### config.mk
export PLATFORM = sky130hd
export DESIGN_NAME = threshold_trigger
export DESIGN_NICKNAME = d
export VERILOG_FILES = /design/src/rtl/threshold_trigger_pkg.sv /design/src/rtl/sat_counter.sv /design/src/rtl/threshold_trigger.sv
export SDC_FILE = /design/constraint.sdc
export NUM_CORES = 1
export LEC_CHECK = 0
export ABC_AREA = 1
export CAP_MARGIN = 10
export CORE_MARGIN = 2
export CORE_UTILIZATION = 46
export CTS_CLUSTER_SIZE = 14
export DETAILED_ROUTE_END_ITERATION = 16
export GPL_TIMING_DRIVEN = 0
export PLACE_DENSITY = 0.91
export SYNTH_ARGS = -nofsm -noshare
export SYNTH_HDL_FRONTEND = slang
export SYNTH_SLANG_ARGS = --single-unit
### constraint.sdc
create_clock -name clk -period 2.52 [get_ports clk]
set_input_delay 0.504 -clock clk [delete_from_list [all_inputs] [get_ports clk]]
set_output_delay 0.504 -clock clk [all_outputs]
set_load 0.1 [all_outputs]
### src/rtl/threshold_trigger_pkg.sv
// threshold_trigger_pkg: shared state encoding and sign-aware threshold compares
package threshold_trigger_pkg;

    typedef enum logic [1:0] {S_LOW, S_RISING, S_HIGH, S_FALLING} trig_state_t;

    // Flipping the sign bit maps two's complement onto offset binary, so one unsigned compare serves both modes
    function automatic logic cmp_ge(input logic [63:0] a, input logic [63:0] b, input int w, input logic sgn);
        logic [63:0] m;
        m = sgn ? (64'd1 << (w - 1)) : 64'd0;
        return (a ^ m) >= (b ^ m);
    endfunction

    function automatic logic cmp_le(input logic [63:0] a, input logic [63:0] b, input int w, input logic sgn);
        return cmp_ge(b, a, w, sgn);
    endfunction

endpackage

### src/rtl/sat_counter.sv
// sat_counter: saturating up-counter whose clear is applied before a same-cycle increment
module sat_counter #(
    parameter int W = 16
) (
    input  logic         clk,
    input  logic         nrst,
    input  logic         inc,
    input  logic         clr,
    output logic [W-1:0] cnt
);

    always_ff @(posedge clk) begin
        if (!nrst)
            cnt <= '0;
        else if (clr)
            cnt <= W'(inc);
        else if (inc && !(&cnt))
            cnt <= cnt + W'(1);
    end

endmodule

### src/rtl/threshold_trigger.sv
// threshold_trigger: hysteresis comparator with persistence filter, hold-off timer and rise counter
module threshold_trigger
    import threshold_trigger_pkg::*;
#(
    parameter int DATA_W    = 32,
    parameter int SIGNED    = 0,
    parameter int PERSIST   = 3,
    parameter int PERSIST_W = $clog2(PERSIST + 1),
    parameter int HOLDOFF   = 4,
    parameter int HOLDOFF_W = (HOLDOFF > 0) ? $clog2(HOLDOFF + 1) : 1,
    parameter int CNT_W     = 16
) (
    input  logic              clk,
    input  logic              nrst,
    input  logic              ena,
    input  logic [DATA_W-1:0] id,
    input  logic [DATA_W-1:0] thr_hi,
    input  logic [DATA_W-1:0] thr_lo,
    input  logic              cnt_clr,
    output logic              level,
    output logic              rise,
    output logic              fall,
    output logic [CNT_W-1:0]  event_cnt
);

    localparam logic [PERSIST_W-1:0] P_LAST = PERSIST_W'(PERSIST - 1);
    localparam logic [HOLDOFF_W-1:0] H_INIT = HOLDOFF_W'(HOLDOFF);

    trig_state_t          state, state_n;
    logic [PERSIST_W-1:0] pcnt, pcnt_n;
    logic [HOLDOFF_W-1:0] hcnt, hcnt_n;
    logic                 rise_n, fall_n, above, below;

    assign above = cmp_ge(64'(id), 64'(thr_hi), DATA_W, SIGNED != 0);
    assign below = cmp_le(64'(id), 64'(thr_lo), DATA_W, SIGNED != 0);
    assign level = (state == S_HIGH) || (state == S_FALLING);

    always_comb begin
        state_n = state;
        pcnt_n  = pcnt;
        hcnt_n  = hcnt;
        rise_n  = 1'b0;
        fall_n  = 1'b0;
        if (ena) begin
            case (state)
                S_LOW: begin
                    if (hcnt != '0) begin
                        hcnt_n = hcnt - HOLDOFF_W'(1);
                    end else if (above && PERSIST == 1) begin
                        state_n = S_HIGH;
                        rise_n  = 1'b1;
                        hcnt_n  = H_INIT;
                    end else if (above) begin
                        state_n = S_RISING;
                        pcnt_n  = PERSIST_W'(1);
                    end
                end
                S_RISING: begin
                    if (above && pcnt == P_LAST) begin
                        state_n = S_HIGH;
                        pcnt_n  = '0;
                        rise_n  = 1'b1;
                        hcnt_n  = H_INIT;
                    end else if (above) begin
                        pcnt_n = pcnt + PERSIST_W'(1);
                    end else begin
                        state_n = S_LOW;
                        pcnt_n  = '0;
                    end
                end
                S_HIGH: begin
                    if (hcnt != '0) begin
                        hcnt_n = hcnt - HOLDOFF_W'(1);
                    end else if (below && PERSIST == 1) begin
                        state_n = S_LOW;
                        fall_n  = 1'b1;
                        hcnt_n  = H_INIT;
                    end else if (below) begin
                        state_n = S_FALLING;
                        pcnt_n  = PERSIST_W'(1);
                    end
                end
                default: begin
                    if (below && pcnt == P_LAST) begin
                        state_n = S_LOW;
                        pcnt_n  = '0;
                        fall_n  = 1'b1;
                        hcnt_n  = H_INIT;
                    end else if (below) begin
                        pcnt_n = pcnt + PERSIST_W'(1);
                    end else begin
                        state_n = S_HIGH;
                        pcnt_n  = '0;
                    end
                end
            endcase
        end
    end

    always_ff @(posedge clk) begin
        if (!nrst) begin
            state <= S_LOW;
            pcnt  <= '0;
            hcnt  <= '0;
            rise  <= 1'b0;
            fall  <= 1'b0;
        end else begin
            state <= state_n;
            pcnt  <= pcnt_n;
            hcnt  <= hcnt_n;
            rise  <= rise_n;
            fall  <= fall_n;
        end
    end

    sat_counter #(.W(CNT_W)) u_event_cnt (
        .clk  (clk),
        .nrst (nrst),
        .inc  (rise_n),
        .clr  (cnt_clr),
        .cnt  (event_cnt)
    );

endmodule

# After elaboration in Yosys (flattened, before gate mapping)
# Cells that the tools add are included.
dict set report classes {
  add_sub_neg 3
  order_cmp 2
  eq_ne 12
  muxes 26
  bitwise_logic 2
  n_reduce_logical 16
}
# operator n
set op_table {}
lappend op_table {{$ge 32x32->1} 2}
lappend op_table {{$mux 2} 14}
lappend op_table {{$add 16x1->16 const B} 1}
lappend op_table {{$reduce_and 16->1} 1}
lappend op_table {{$pmux 2 s3} 2}
lappend op_table {{$ne 2x2->1 const B} 5}
lappend op_table {{$mux 3} 3}
lappend op_table {{$reduce_and 7->1} 1}
lappend op_table {{$eq 2x2->1 const B} 3}
lappend op_table {{$mux 1} 6}
lappend op_table {{$pmux 3 s2} 1}
lappend op_table {{$reduce_bool 3->1} 2}
lappend op_table {{$ne 5x1->1 const B} 1}
lappend op_table {{$reduce_and 5->1} 1}
lappend op_table {{$reduce_or 5->1} 1}
lappend op_table {{$reduce_and 4->1} 1}
lappend op_table {{$reduce_or 2->1} 2}
lappend op_table {{$logic_and 1x1->1} 3}
lappend op_table {{$ne 3x3->1 const B} 1}
lappend op_table {{$sub 3x1->3 const B} 1}
lappend op_table {{$add 2x1->2 const B} 1}
lappend op_table {{$eq 2x1->1 const B} 1}
lappend op_table {{$logic_not 2->1} 1}
lappend op_table {{$ne 2x1->1 const B} 1}
lappend op_table {{4 further kinds} 5}
dict set report word_totals {
  ff_bits 25
  in_bits 100
  word_cells 68
}

# Depth between registers and ports, before layout
# Gate-level depths: netlist of run 1.
dict set report depth {
  word_depth 8
  mapped_depth 20
  depth_no_buf 20
}

# Modules after synthesis
# A second synthesis of run 1 with hierarchy kept.
dict set report unflattened {
  cells_unflattened 533
  area_unflattened_um2 3388.2
}
# module n_inst cells_each area_each_um2
set modules_own_cells {}
lappend modules_own_cells {threshold_trigger 1 385 2418.6}
lappend modules_own_cells {sat_counter 1 148 969.7}

# Least setup slack after synthesis of run 1
# OpenSTA, ideal clock, no wires.
dict set report synth_path {
  path_type {reg2reg}
  from {reg u_event_cnt.cnt[0]}
  to {reg u_event_cnt.cnt[2]}
  arrival_time_ns 2.265
  required_time_ns 2.401
  setup_slack_ns 0.136
  path_stages_with_launch 10
  n_path_buf 1
  period_less_slack_ns 2.384
  cell_sequence {dfxtp_1 -> ha_1 -> nand4_1 -> inv_1 -> nand2_1 -> nor3_2 -> nor2_4 -> buf_6 -> a21oi_1 -> nor2_1}
}
dict set report synth_between {
  elab_chain_cells 3
}
# element line_no
set synth_lines {}
lappend synth_lines {{start: declaration} sat_counter.sv:9} ;# output logic [W-1:0] cnt
lappend synth_lines {{start signal: assignment} sat_counter.sv:16} ;# cnt <= W'(inc);
lappend synth_lines {{start signal: assignment} sat_counter.sv:18} ;# cnt <= cnt + W'(1);
lappend synth_lines {{parallel branches: the longest is 3 deep, another holds $add 16x1->16} n/a}
# Several ways; the timed one is not identified.
# A chain may end at the register's enable or synchronous reset.

# Final worst setup path of run 1
dict set report layout_path {
  from {in id[23]}
  to {reg pcnt[0]}
}
dict set report layout_between {
  elab_chain_cells 4
}
# element line_no
set layout_lines {}
lappend layout_lines {{start: declaration} threshold_trigger.sv:16} ;# input logic [DATA_W-1:0] id,
lappend layout_lines {{$ge 32x32->1} threshold_trigger_pkg.sv:10} ;# return (a ^ m) >= (b ^ m);
lappend layout_lines {{$mux 2 (tied with other cells)} threshold_trigger.sv:89} ;# end else if (below) begin
lappend layout_lines {{$mux 2 (on tied branches)} {threshold_trigger.sv:84, threshold_trigger.sv:59}}
lappend layout_lines {{$pmux 2 s3} threshold_trigger.sv:45} ;# case (state)
lappend layout_lines {{end signal: assignment} threshold_trigger.sv:109} ;# pcnt <= pcnt_n;
lappend layout_lines {{end: declaration} threshold_trigger.sv:30} ;# logic [PERSIST_W-1:0] pcnt, pcnt_n;
# Several ways; a longest one is shown, not always the timed one.

==> results of run 1 <==
[layout make-up]
type                    instances  area [um2]
plain buffers                   2       22.52
multi-input cells             365        2575
flip-flops and latches         25       500.5
diodes                          1       2.502
fillers                       460        1784
clock buffers                   3       41.29
well taps                      80       100.1
clock inverters                 1       7.507
repair buffers                127        1296
inverters                     113       426.7
[per-stage QoR]
| step | setup TNS (ps) | utilization | area [um2] |
|---|---|---|---|
| 6_report | -44.39 | 0.7359 | 4972 |
| 5_1_grt | -2167 | 0.7359 | 4972 |
| 4_1_cts | 0 | 0.6706 | 4531 |
| 3_5_place_dp | -5696 | 0.6624 | 4476 |
| 3_3_place_gp | -3653 | 0.6624 | 4476 |
| 2_1_floorplan | 0 | - | 3194 |
[cells in the final DEF (no fill, tap or decap), types with 4 or more instances in the layout]
cell,netlist,routed
inv_1,110,103
clkdlybuf4s50_1,0,99
nand2_1,117,98
ha_1,72,60
nor2_1,53,44
a21oi_1,45,37
dfxtp_1,25,25
nand2_2,0,19
nand3_1,25,18
dlymetal6s2s_1,0,18
ha_4,0,12
nor2_2,4,10
inv_2,2,9
nand4_1,8,8
o21ai_0,14,8
a21oi_2,0,8
buf_4,0,7
nand3_2,1,6
o21ai_1,1,5
nor2_4,1,4
buf_6,2,4
[power by group through the flow]
| stage | Clock [mW] | Sequential, mW | Combinational [mW] |
|---|---|---|---|
| 2_1_floorplan | 0 | 0.482 | 0.681 |
| 3_3_place_gp | 0 | 0.475 | 0.973 |
| 3_5_place_dp | 0 | 0.480 | 1.04 |
| 4_1_cts | 0.257 | 0.471 | 1.03 |
| 5_1_grt | 0.271 | 0.477 | 1.38 |
| 6_report | 0.258 | 0.471 | 1.24 |
[logic make-up after synthesis]
family                     share of synthesized area
xor gates and xnor gates                     0.01371
DFF                                           0.1567
AOI/OAI and AO/OA                             0.1120
and+or+nand+nor                               0.2957
adders and majority gates                     0.2820
buffers and inverters                         0.1398
[worst max-delay path, stage by stage]
cell and delay (ps):
clkdlybuf4s50_1 540, inv_1 70, ha_1 310, nand2_1 110, nor2_1 60, nor2_1 140, nand3_1 140, a21oi_2 240
nand2_2 110, o21ai_0 200, nor2_1 90, nand2_1 60, nand2_1 60, nand2_1 80, inv_1 40
[sequential cells by signal (all words and copies together) (netlist names)]
register,flops
state,2
fall,1
u_event_cnt.cnt,16
hcnt,3
pcnt,2
rise,1
[synth_stat cells (2+ instances only)]
| library cell | count |
|---|---|
| inv_1 | 110 |
| ha_1 | 72 |
| nand2_1 | 117 |
| nand3_1 | 25 |
| o21ai_0 | 14 |
| o211ai_1 | 2 |
| nor4_1 | 2 |
| buf_6 | 2 |
| a21oi_1 | 45 |
| a31oi_1 | 2 |
| dfxtp_1 | 25 |
| xnor2_1 | 2 |
| inv_2 | 2 |
| o21a_1 | 2 |
| nor2_1 | 53 |
| xor2_1 | 3 |
| nor2_2 | 4 |
| nand4_1 | 8 |
| nor3_1 | 4 |
[what timing repair did]
action | 4_1_cts | 5_1_grt
buffers inserted | 0 | 7
cloned | 0 | 2
resized for setup | 3 | 100
setup endpoints to repair | 4 | 24
pin swaps | 1 | 29
[layer usage]
layer / track usage / up-vias / wire length, um
met5: 0 / - / 0
met4: 0.07133 / 0 / 585
met3: 0.02844 / 63 / 869
met2: 0.4656 / 220 / 5582
met1: 0.2523 / 1788 / 4013
li1: - / 1868 / -
[worst max-delay path by stage]
stage	from	endpoint	depth (start not counted)
finish	id[23]	pcnt[0]$_SDFFE_PN0P_	15
global placement	id[11]	hcnt[1]$_SDFFE_PN0P_	16
global route	id[23]	state[1]$_SDFFE_PN0P_	16
floorplan	u_event_cnt.cnt[0]$_SDFFE_PN0P_	u_event_cnt.cnt[2]$_SDFFE_PP0P_	9
detailed placement	thr_hi[7]	u_event_cnt.cnt[8]$_SDFFE_PP0P_	15
CTS	id[11]	hcnt[1]$_SDFFE_PN0P_	17
==> metrics.cfg, run 1 <==
[floorplanning]
io_pins = 119
die_w_um = 87.33
chipHeight_um = 87.33
die_area_um2 = 7627
fp-row-count = 30
initial_core_util = 0.4728
coreArea_um2 = 6756

[detailed_routing]
dr.pass1.iters = 7
vias = 3939
wl_mm = 11.05
vias_per_cell = 5.494
wl_per_cell_um = 15.41
drc = 0
antenna_left = 0
drt-initial-drc-count = 214

[sta]
skew_ps = 13.27
whs_ps = 467.0
rsz0062_at_grt = yes
hold_violations = 0
finalCritPeriodShare = 1.010
drv_slew = 0
worst_pin_slew_ps = 1044
setup_violations = 2
timing.max_slew.rel_slack = 0.3016
fmax_mhz = 393.1
fin_ws_ps = -24.11
period_needed_ps = 2544

[cts]
cts_tree = built
cts-htree-levels = 1
numCtsBuffers = 3
cts-root-buf = clkbuf_8
postCtsHoldBufs = 0
cts_sinks = 25
clk_path_buf_depth = 2
clock_latency_ps = 280
cts.clk_slew.worst_paths_ps = 100

[pwr]
p_comb_frac = 0.631
p_leak_nw = 2.492
switching_power_mw = 0.9108
ir_drop_v = 0.0004216
pwr-share-clk = 0.131
netSwitchingFraction = 0.4615
power_density_nw_per_um2 = 396.9
total_power_mw = 1.974
internal-power_mw = 1.063
seq_power_share = 0.239

[grt]
grt_pass1_wl_mm = 14.70
grt_usage = 0.2343
antenna_found_initial = 1
grt_pass1_vias = 3562
overflow = 0
grt_max_degree = 16

[place]
gp_congestion = 0.8548
io_buffers = 118
placedCellCount = 703
pre_cts_ws_ps = -301.4
place_hpwl_mm = 7.785

[synthesis]
synth.area.top_cells = ha_1 (28%), dfxtp_1 (16%), nand2_1 (14%), inv_1 (13%), a21oi_1 (7.1%)
ys_seq_elements = 25
synth_cell_types = 30
yosysSeqAreaShare = 0.1567
avgSynthCellArea_um2 = 6.325
syn_area_um2 = 3194
ys_warn_count = 0
synth_top_area_cell = ha_1
synth_top_area_share = 0.2820
syn_nets = 677
synth-edff-count = 0
async_flop_share = 0
netlist_instances = 505
synth-main-ff-cell = dfxtp_1

[hold_path]
holdPathStages = 2
min_from = hcnt[2]$_SDFFE_PN0P_
hold_class = flop to flop
hold_end = hcnt[2]$_SDFFE_PN0P_

[worst_setup_path]
path_class = input pin to flop
r2r_slack_ps = 440
r2r_start = state[0]$_SDFFE_PN0P_
reg2regPathDepth = 10
start_kind = input pin
r2r-end = pcnt[1]$_SDFFE_PN0P_
cp_max_fo = 3
cp.arrival_ps = 2740
required_ps = 2720
crit_path_end_kind = flop

[finish]
nets = 809
layoutNonFillerInstCount = 717
area_growth_pct = 55.66
drive_gt1_frac = 0.1462

[status]
status = finished with violations
violations = setup timing

[flow_run]
max-cap-violations = 0

(Power assumes the default switching activity.)
==> inputs of run 2 (changes only) <==
--- a/config.mk
+++ b/config.mk
@@ -8,11 +8,12 @@
 export ABC_AREA = 1
 export CAP_MARGIN = 10
 export CORE_MARGIN = 2
-export CORE_UTILIZATION = 46
+export CORE_UTILIZATION = 40
 export CTS_CLUSTER_SIZE = 14
 export DETAILED_ROUTE_END_ITERATION = 16
 export GPL_TIMING_DRIVEN = 0
-export PLACE_DENSITY = 0.91
+export MAX_ROUTING_LAYER = met4
+export PLACE_DENSITY = 0.81
 export SYNTH_ARGS = -nofsm -noshare
 export SYNTH_HDL_FRONTEND = slang
 export SYNTH_SLANG_ARGS = --single-unit
==> metrics.cfg, run 2 (synthesis results as in run 1) <==
[finish]
largest_register_ffs = 16  ; unchanged
antenna_cells = 0  ; -1
nFillCells = 597  ; +30%
nets = 811  ; +0.25%
area_growth_pct = 62.55
layoutNonFillerInstCount = 740  ; +3.2%
regMostFlops = u_event_cnt.cnt
reg_top3 = u_event_cnt.cnt (16), hcnt (3)
drive_gt1_frac = 0.1787  ; +0.03246
layout_common_cells = nand2_1 (96), inv_1 (95), clkdlybuf4s50_1 (85)
layout_commonest_cell = nand2_1

[sta]
finalCritPeriodShare = 0.9823  ; -0.02729
timing.max_slew.rel_slack = 0.3367  ; +0.03511
setup_violations = 0  ; -2
fin_ws_ps = 44.67  ; +68.78 ps
period_needed_ps = 2475  ; -68.78 ps
hold_violations = 0  ; unchanged
worst_pin_slew_ps = 991.9  ; -52.50 ps
tns_ps = 0  ; +44.39 ps
drv_slew = 0  ; unchanged
fmax_mhz = 404.0  ; +2.8%
skew_ps = 12.28  ; -0.9910 ps

[worst_setup_path]
worstSetupStartpoint = thr_hi[11]
reg2regPathDepth = 11  ; +1
start_kind = input pin
crit_path_end_kind = flop
worstPathCellList = clkdlybuf4s50_1, inv_1, ha_4, nand2_1, nor2_2, nand2_2, inv_2, nand2_2, nand2_2, nand2_2, nand3_4, nand4_4, nor2_4, buf_6, inv_2, nand2_1, a21oi_2
crit_end = u_event_cnt.cnt[13]$_SDFFE_PP0P_
path_class = input pin to flop
cp_slowest_cell = clkdlybuf4s50_1
r2r_slack_ps = 510  ; +70 ps
crit_top_cell = nand2_2
r2r-end = state[1]$_SDFFE_PN0P_
cp.arrival_ps = 2650  ; -90 ps
required_ps = 2690  ; -30 ps
cp_max_fo = 6  ; +3
cp_slowest_stage_delay_ps = 460  ; -80 ps
r2r_start = state[0]$_SDFFE_PN0P_

[floorplanning]
chipHeight_um = 93.37  ; +6.9%
coreArea_um2 = 7727  ; +14%
die_area_um2 = 8717  ; +14%
initial_core_util = 0.4134  ; -0.05940
die_w_um = 93.37  ; +6.9%
io_pins = 119  ; unchanged
fp-row-count = 32  ; +6.7%

[detailed_routing]
drc = 0  ; unchanged
wl_mm = 10.67  ; -3.5%
dr.pass1.iters = 4  ; -3
drt-initial-drc-count = 75  ; -65%
vias_per_cell = 5.039  ; -8.3%
antenna_left = 0  ; unchanged
vias = 3729  ; -5.3%
wl_per_cell_um = 14.41  ; -6.5%

[pwr]
netSwitchingFraction = 0.4566  ; -0.004896
total_power_mw = 1.952  ; -1.1%
ir_drop_v = 0.0006323  ; +50%
power_density_nw_per_um2 = 376.0  ; -5.3%
pwr-share-clk = 0.130  ; about the same
seq_power_share = 0.240  ; about the same
switching_power_mw = 0.8914  ; -2.1%
p_leak_nw = 2.626  ; +5.4%
p_comb_frac = 0.630  ; about the same
internal-power_mw = 1.061  ; -0.18%

[hold_path]
hold_class = flop to flop

[place]
io_buffers = 118  ; unchanged
place_hpwl_mm = 7.495  ; -3.7%
placedCellCount = 725  ; +3.1%
pre_cts_ws_ps = -348.8  ; -47.31 ps
gp_congestion = 0.8888  ; +4.0%

[cts]
numCtsBuffers = 3  ; unchanged
clk_path_buf_depth = 2  ; unchanged
cts_sinks = 25  ; unchanged
postCtsHoldBufs = 0  ; unchanged
clock_latency_ps = 280  ; about the same
cts-root-buf = clkbuf_8
cts-htree-levels = 1  ; unchanged
cts_tree = built
cts.clk_slew.worst_paths_ps = 100  ; about the same

[grt]
grt_max_degree = 16  ; unchanged
grt_pass1_vias = 3505  ; -1.6%
antenna_found_initial = 0  ; -1
grt_pass1_wl_mm = 14.84  ; +0.98%
grt_usage = 0.2091  ; -0.02520
overflow = 0  ; unchanged

[status]
status = finished clean

[flow_run]
max-cap-violations = 0  ; unchanged

run 2: cell types whose count changed in the layout (fill, tap and decap cells not counted), sizes merged:
cell / previous run / this run
dlymetal6s2s: 18 / 32
clkdlybuf4s50: 99 / 85
diode: 1 / 0
buf: 11 / 13
run 2: power by group through the flow:
stage	Combinational (mW)	Sequential [mW]	Clock, mW
after floorplan	0.681	0.482	0
after global placement	0.978	0.475	0
after detailed placement	1.02	0.478	0
after CTS	1.03	0.469	0.259
after global routing	1.37	0.479	0.277
final	1.23	0.468	0.254
run 2: how the worst min path moves through the flow:
stage / startpoint / to / cells past startpoint / slack [ps]
floorplan: hcnt[2]$_SDFFE_PN0P_ / hcnt[2]$_SDFFE_PN0P_ / 2 / 440
global placement: hcnt[2]$_SDFFE_PN0P_ / hcnt[2]$_SDFFE_PN0P_ / 2 / 450
detailed placement: hcnt[2]$_SDFFE_PN0P_ / hcnt[2]$_SDFFE_PN0P_ / 2 / 460
CTS: hcnt[2]$_SDFFE_PN0P_ / hcnt[2]$_SDFFE_PN0P_ / 2 / 480
global route: hcnt[2]$_SDFFE_PN0P_ / hcnt[2]$_SDFFE_PN0P_ / 2 / 540
finish: hcnt[2]$_SDFFE_PN0P_ / hcnt[2]$_SDFFE_PN0P_ / 2 / 470
run 2: per-layer routing:
metal,track usage,up-vias,routed length (um)
met5,-,-,0
met4,0.05025,0,414
met3,0.02256,40,539
met2,0.3801,127,5457
met1,0.2465,1690,4252
li1,-,1872,-
run 2: layout make-up:
class | instances | area, um2 | area share
multi-input combinational | 365 | 2725 | 0.5248
tap | 102 | 127.6 | 0.02458
buffer | 2 | 22.52 | 0.004337
timing repair buffer | 129 | 1344 | 0.2588
sequential | 25 | 500.5 | 0.09639
clock buffer | 3 | 41.29 | 0.007952
clock inverter | 1 | 7.507 | 0.001446
inverter | 113 | 424.2 | 0.08169
run 2: through the flow:
step	instance area [um2]	utilization	hold slack [ps]
floorplan	3194	-	441.0
global placement	4503	0.5827	451.9
detailed placement	4503	0.5827	462.8
CTS	4559	0.5900	475.5
global route	5192	0.6720	536.3
finish	5192	0.6720	471.8
run 2: timing repair:
item | in CTS | in global routing
pin swaps | 0 | 33
setup buffers | 0 | 9
setup endpoints to repair | 4 | 22
hold endpoints to repair | 0 | 0
cloned | 0 | 2
resized for setup | 3 | 135
run 2: worst max-delay path, delay by kind of cell:
family                   cells  cell delay, ps
AO/OA/AOI/OAI                1              50
AND/OR/NAND/NOR             10            1020
adder cells (fa/ha/maj)      1             280
buffers and inverters        5             790
==> inputs of run 3 (changes only) <==
--- a/config.mk
+++ b/config.mk
@@ -7,13 +7,15 @@
 export LEC_CHECK = 0
 export ABC_AREA = 1
 export CAP_MARGIN = 10
+export CELL_PAD_IN_SITES_DETAIL_PLACEMENT = 1
+export CELL_PAD_IN_SITES_GLOBAL_PLACEMENT = 1
 export CORE_MARGIN = 2
-export CORE_UTILIZATION = 40
+export CORE_UTILIZATION = 31
 export CTS_CLUSTER_SIZE = 14
 export DETAILED_ROUTE_END_ITERATION = 16
 export GPL_TIMING_DRIVEN = 0
 export MAX_ROUTING_LAYER = met4
-export PLACE_DENSITY = 0.81
+export PLACE_DENSITY = 0.91
 export SYNTH_ARGS = -nofsm -noshare
 export SYNTH_HDL_FRONTEND = slang
 export SYNTH_SLANG_ARGS = --single-unit
==> metrics.cfg, run 3 (synthesis results as in run 1) <==
[status]
status = finished clean

[worst_setup_path]
cp_slowest_cell = clkdlybuf4s50_1
start_kind = input pin
r2r-end = state[1]$_SDFFE_PN0P_
reg2regPathDepth = 11  ; unchanged
cp.arrival_ps = 2700  ; +50 ps
crit_top_cell = nand2_2
r2r_slack_ps = 450  ; -60 ps
required_ps = 2710  ; +20 ps
r2r_start = state[0]$_SDFFE_PN0P_
worstPathCellList = clkdlybuf4s50_1, inv_1, ha_4, nand2_2, nor2_4, nand2_2, clkinv_1, nand2_1, nand2_2, nand2_2, nand3_4, nand4_4, nor2_4, buf_6, nand3_1, nand2_1, nor2_1
crit_path_end_kind = flop
cp_slowest_stage_delay_ps = 470  ; about the same
path_class = input pin to flop
cp_max_fo = 7  ; +1

[sta]
timing.max_slew.rel_slack = 0.3059  ; -0.03075
worst_pin_slew_ps = 1038  ; +45.98 ps
period_needed_ps = 2514  ; +38.91 ps
hold_violations = 0  ; unchanged
skew_ps = 3.613  ; -8.671 ps
finalCritPeriodShare = 0.9977  ; +0.01544
whs_ps = 486.3  ; +14.51 ps
rsz0062_at_grt = yes
setup_violations = 0  ; unchanged
fmax_mhz = 397.7  ; -1.5%
drv_slew = 0  ; unchanged

[hold_path]
holdPathStages = 2  ; unchanged
hold_end = hcnt[2]$_SDFFE_PN0P_
hold_class = flop to flop
min_from = hcnt[2]$_SDFFE_PN0P_

[finish]
area_growth_pct = 61.61
fin_util = 0.5069  ; -0.1651
final_area_um2 = 5162  ; -0.58%
regMostFlops = u_event_cnt.cnt
drive_gt1_frac = 0.1604  ; -0.01831
layoutNonFillerInstCount = 773  ; +4.5%
reg_top3 = u_event_cnt.cnt (16), hcnt (3)
largest_register_ffs = 16  ; unchanged
nets = 809  ; -0.25%
nFillCells = 1273  ; +110%
layout_commonest_cell = inv_1
layout_common_cells = inv_1 (100), nand2_1 (96), clkdlybuf4s50_1 (91)

[detailed_routing]
drc = 0  ; unchanged
antenna_left = 0  ; unchanged
wl_per_cell_um = 16.62  ; +15%
vias = 3797  ; +1.8%
dr.pass1.iters = 4  ; unchanged
vias_per_cell = 4.912  ; -2.5%
drt-initial-drc-count = 107  ; +43%
wl_mm = 12.85  ; +20%

[place]
io_buffers = 118  ; unchanged
gp_congestion = 0.8487  ; -4.5%
placedCellCount = 759  ; +4.7%
place_hpwl_mm = 9.407  ; +26%
placed_area_um2 = 4546  ; +0.94%

[cts]
clock_latency_ps = 280  ; about the same
postCtsHoldBufs = 0  ; unchanged
cts-htree-levels = 1  ; unchanged
numCtsBuffers = 3  ; unchanged
cts.clk_slew.worst_paths_ps = 100  ; about the same
cts_tree = built
cts_sinks = 25  ; unchanged
clk_path_buf_depth = 2  ; unchanged
cts-root-buf = clkbuf_8

[floorplanning]
initial_core_util = 0.3136  ; -0.09974
die_area_um2 = 11130  ; +28%
fp-row-count = 37  ; +16%
io_pins = 119  ; unchanged
chipHeight_um = 105.5  ; +13%
die_w_um = 105.5  ; +13%
coreArea_um2 = 10180  ; +32%

[pwr]
total_power_mw = 2.027  ; +3.8%
p_leak_nw = 2.567  ; -2.3%
power_density_nw_per_um2 = 392.7  ; +4.4%
ir_drop_v = 0.0003010  ; -52%

[grt]
grt_max_degree = 15  ; -1
overflow = 0  ; unchanged
grt_pass1_wl_mm = 18.24  ; +23%
antenna_found_initial = 1  ; +1
grt_usage = 0.2037  ; -0.005380
grt_pass1_vias = 4109  ; +17%

[flow_run]
max-cap-violations = 0  ; unchanged

[run 3: changes by cell type in the layout (fill, tap and decap cells not counted), moves of 5 or more]
| cell | previous run | this run |
|---|---|---|
| ha_1 | 49 | 54 |
| clkdlybuf4s50_1 | 85 | 91 |
| inv_2 | 18 | 12 |
| ha_4 | 23 | 18 |
| inv_1 | 95 | 100 |
| dlymetal6s2s_1 | 32 | 26 |
[run 3: power breakdown]
part           total, mW  switching (mW)  internal [mW]
registers          0.470          0.0266          0.443
clock network      0.257           0.146          0.111
logic               1.30           0.773          0.527
total               2.03           0.946           1.08
[run 3: area by class of cell]
| class | count | area, um2 | share of cell area |
|---|---|---|---|
| clock buffer | 3 | 41.29 | 0.007998 |
| inverter | 113 | 424.2 | 0.08216 |
| antenna | 1 | 2.502 | 0.0004847 |
| tap | 136 | 170.2 | 0.03296 |
| multi-input combinational | 365 | 2680 | 0.5191 |
| buffer | 2 | 22.52 | 0.004363 |
| sequential | 25 | 500.5 | 0.09695 |
| timing repair buffer | 127 | 1316 | 0.2550 |
| clock inverter | 1 | 5.005 | 0.0009695 |
[run 3: what timing repair did]
item | in CTS | in global routing
resized for setup | 10 | 113
endpoints found under the setup margin | 17 | 24
pin swaps | 2 | 33
buffers inserted | 3 | 4
cloned | 1 | 1
[run 3: metal layers]
metal,global-route usage,share of wire,vias up,routed length [um]
met1,0.2117,0.37,1794,4780
met3,0.01855,0.036,39,457
met2,0.4078,0.55,97,7086
met5,-,0,-,0
li1,-,-,1867,-
met4,0.04887,0.041,0,522
[run 3: worst max path at each step]
stage | endpoint | cells past startpoint | from
floorplan | u_event_cnt.cnt[2]$_SDFFE_PP0P_ | 9 | u_event_cnt.cnt[0]$_SDFFE_PN0P_
global placement | hcnt[1]$_SDFFE_PN0P_ | 16 | id[11]
detailed placement | hcnt[1]$_SDFFE_PN0P_ | 16 | id[11]
CTS | u_event_cnt.cnt[15]$_SDFFE_PP0P_ | 18 | thr_hi[3]
global route | u_event_cnt.cnt[8]$_SDFFE_PP0P_ | 17 | thr_hi[11]
finish | u_event_cnt.cnt[10]$_SDFFE_PP0P_ | 17 | thr_hi[15]
[run 3: worst max-delay path: cells and delay by family]
kind / cells / cell delay [ps]
simple gates: 12 / 1150
buf+inv: 4 / 770
fa+ha+maj: 1 / 280
[run 3: per-stage QoR]
step / TNS, ps / worst slack, ps
floorplan: 0 / 136.1
global placement: -4736 / -283.1
detailed placement: -7110 / -374.2
CTS: 0 / 2.620
global route: -1826 / -132.1
finish: 0 / 5.752
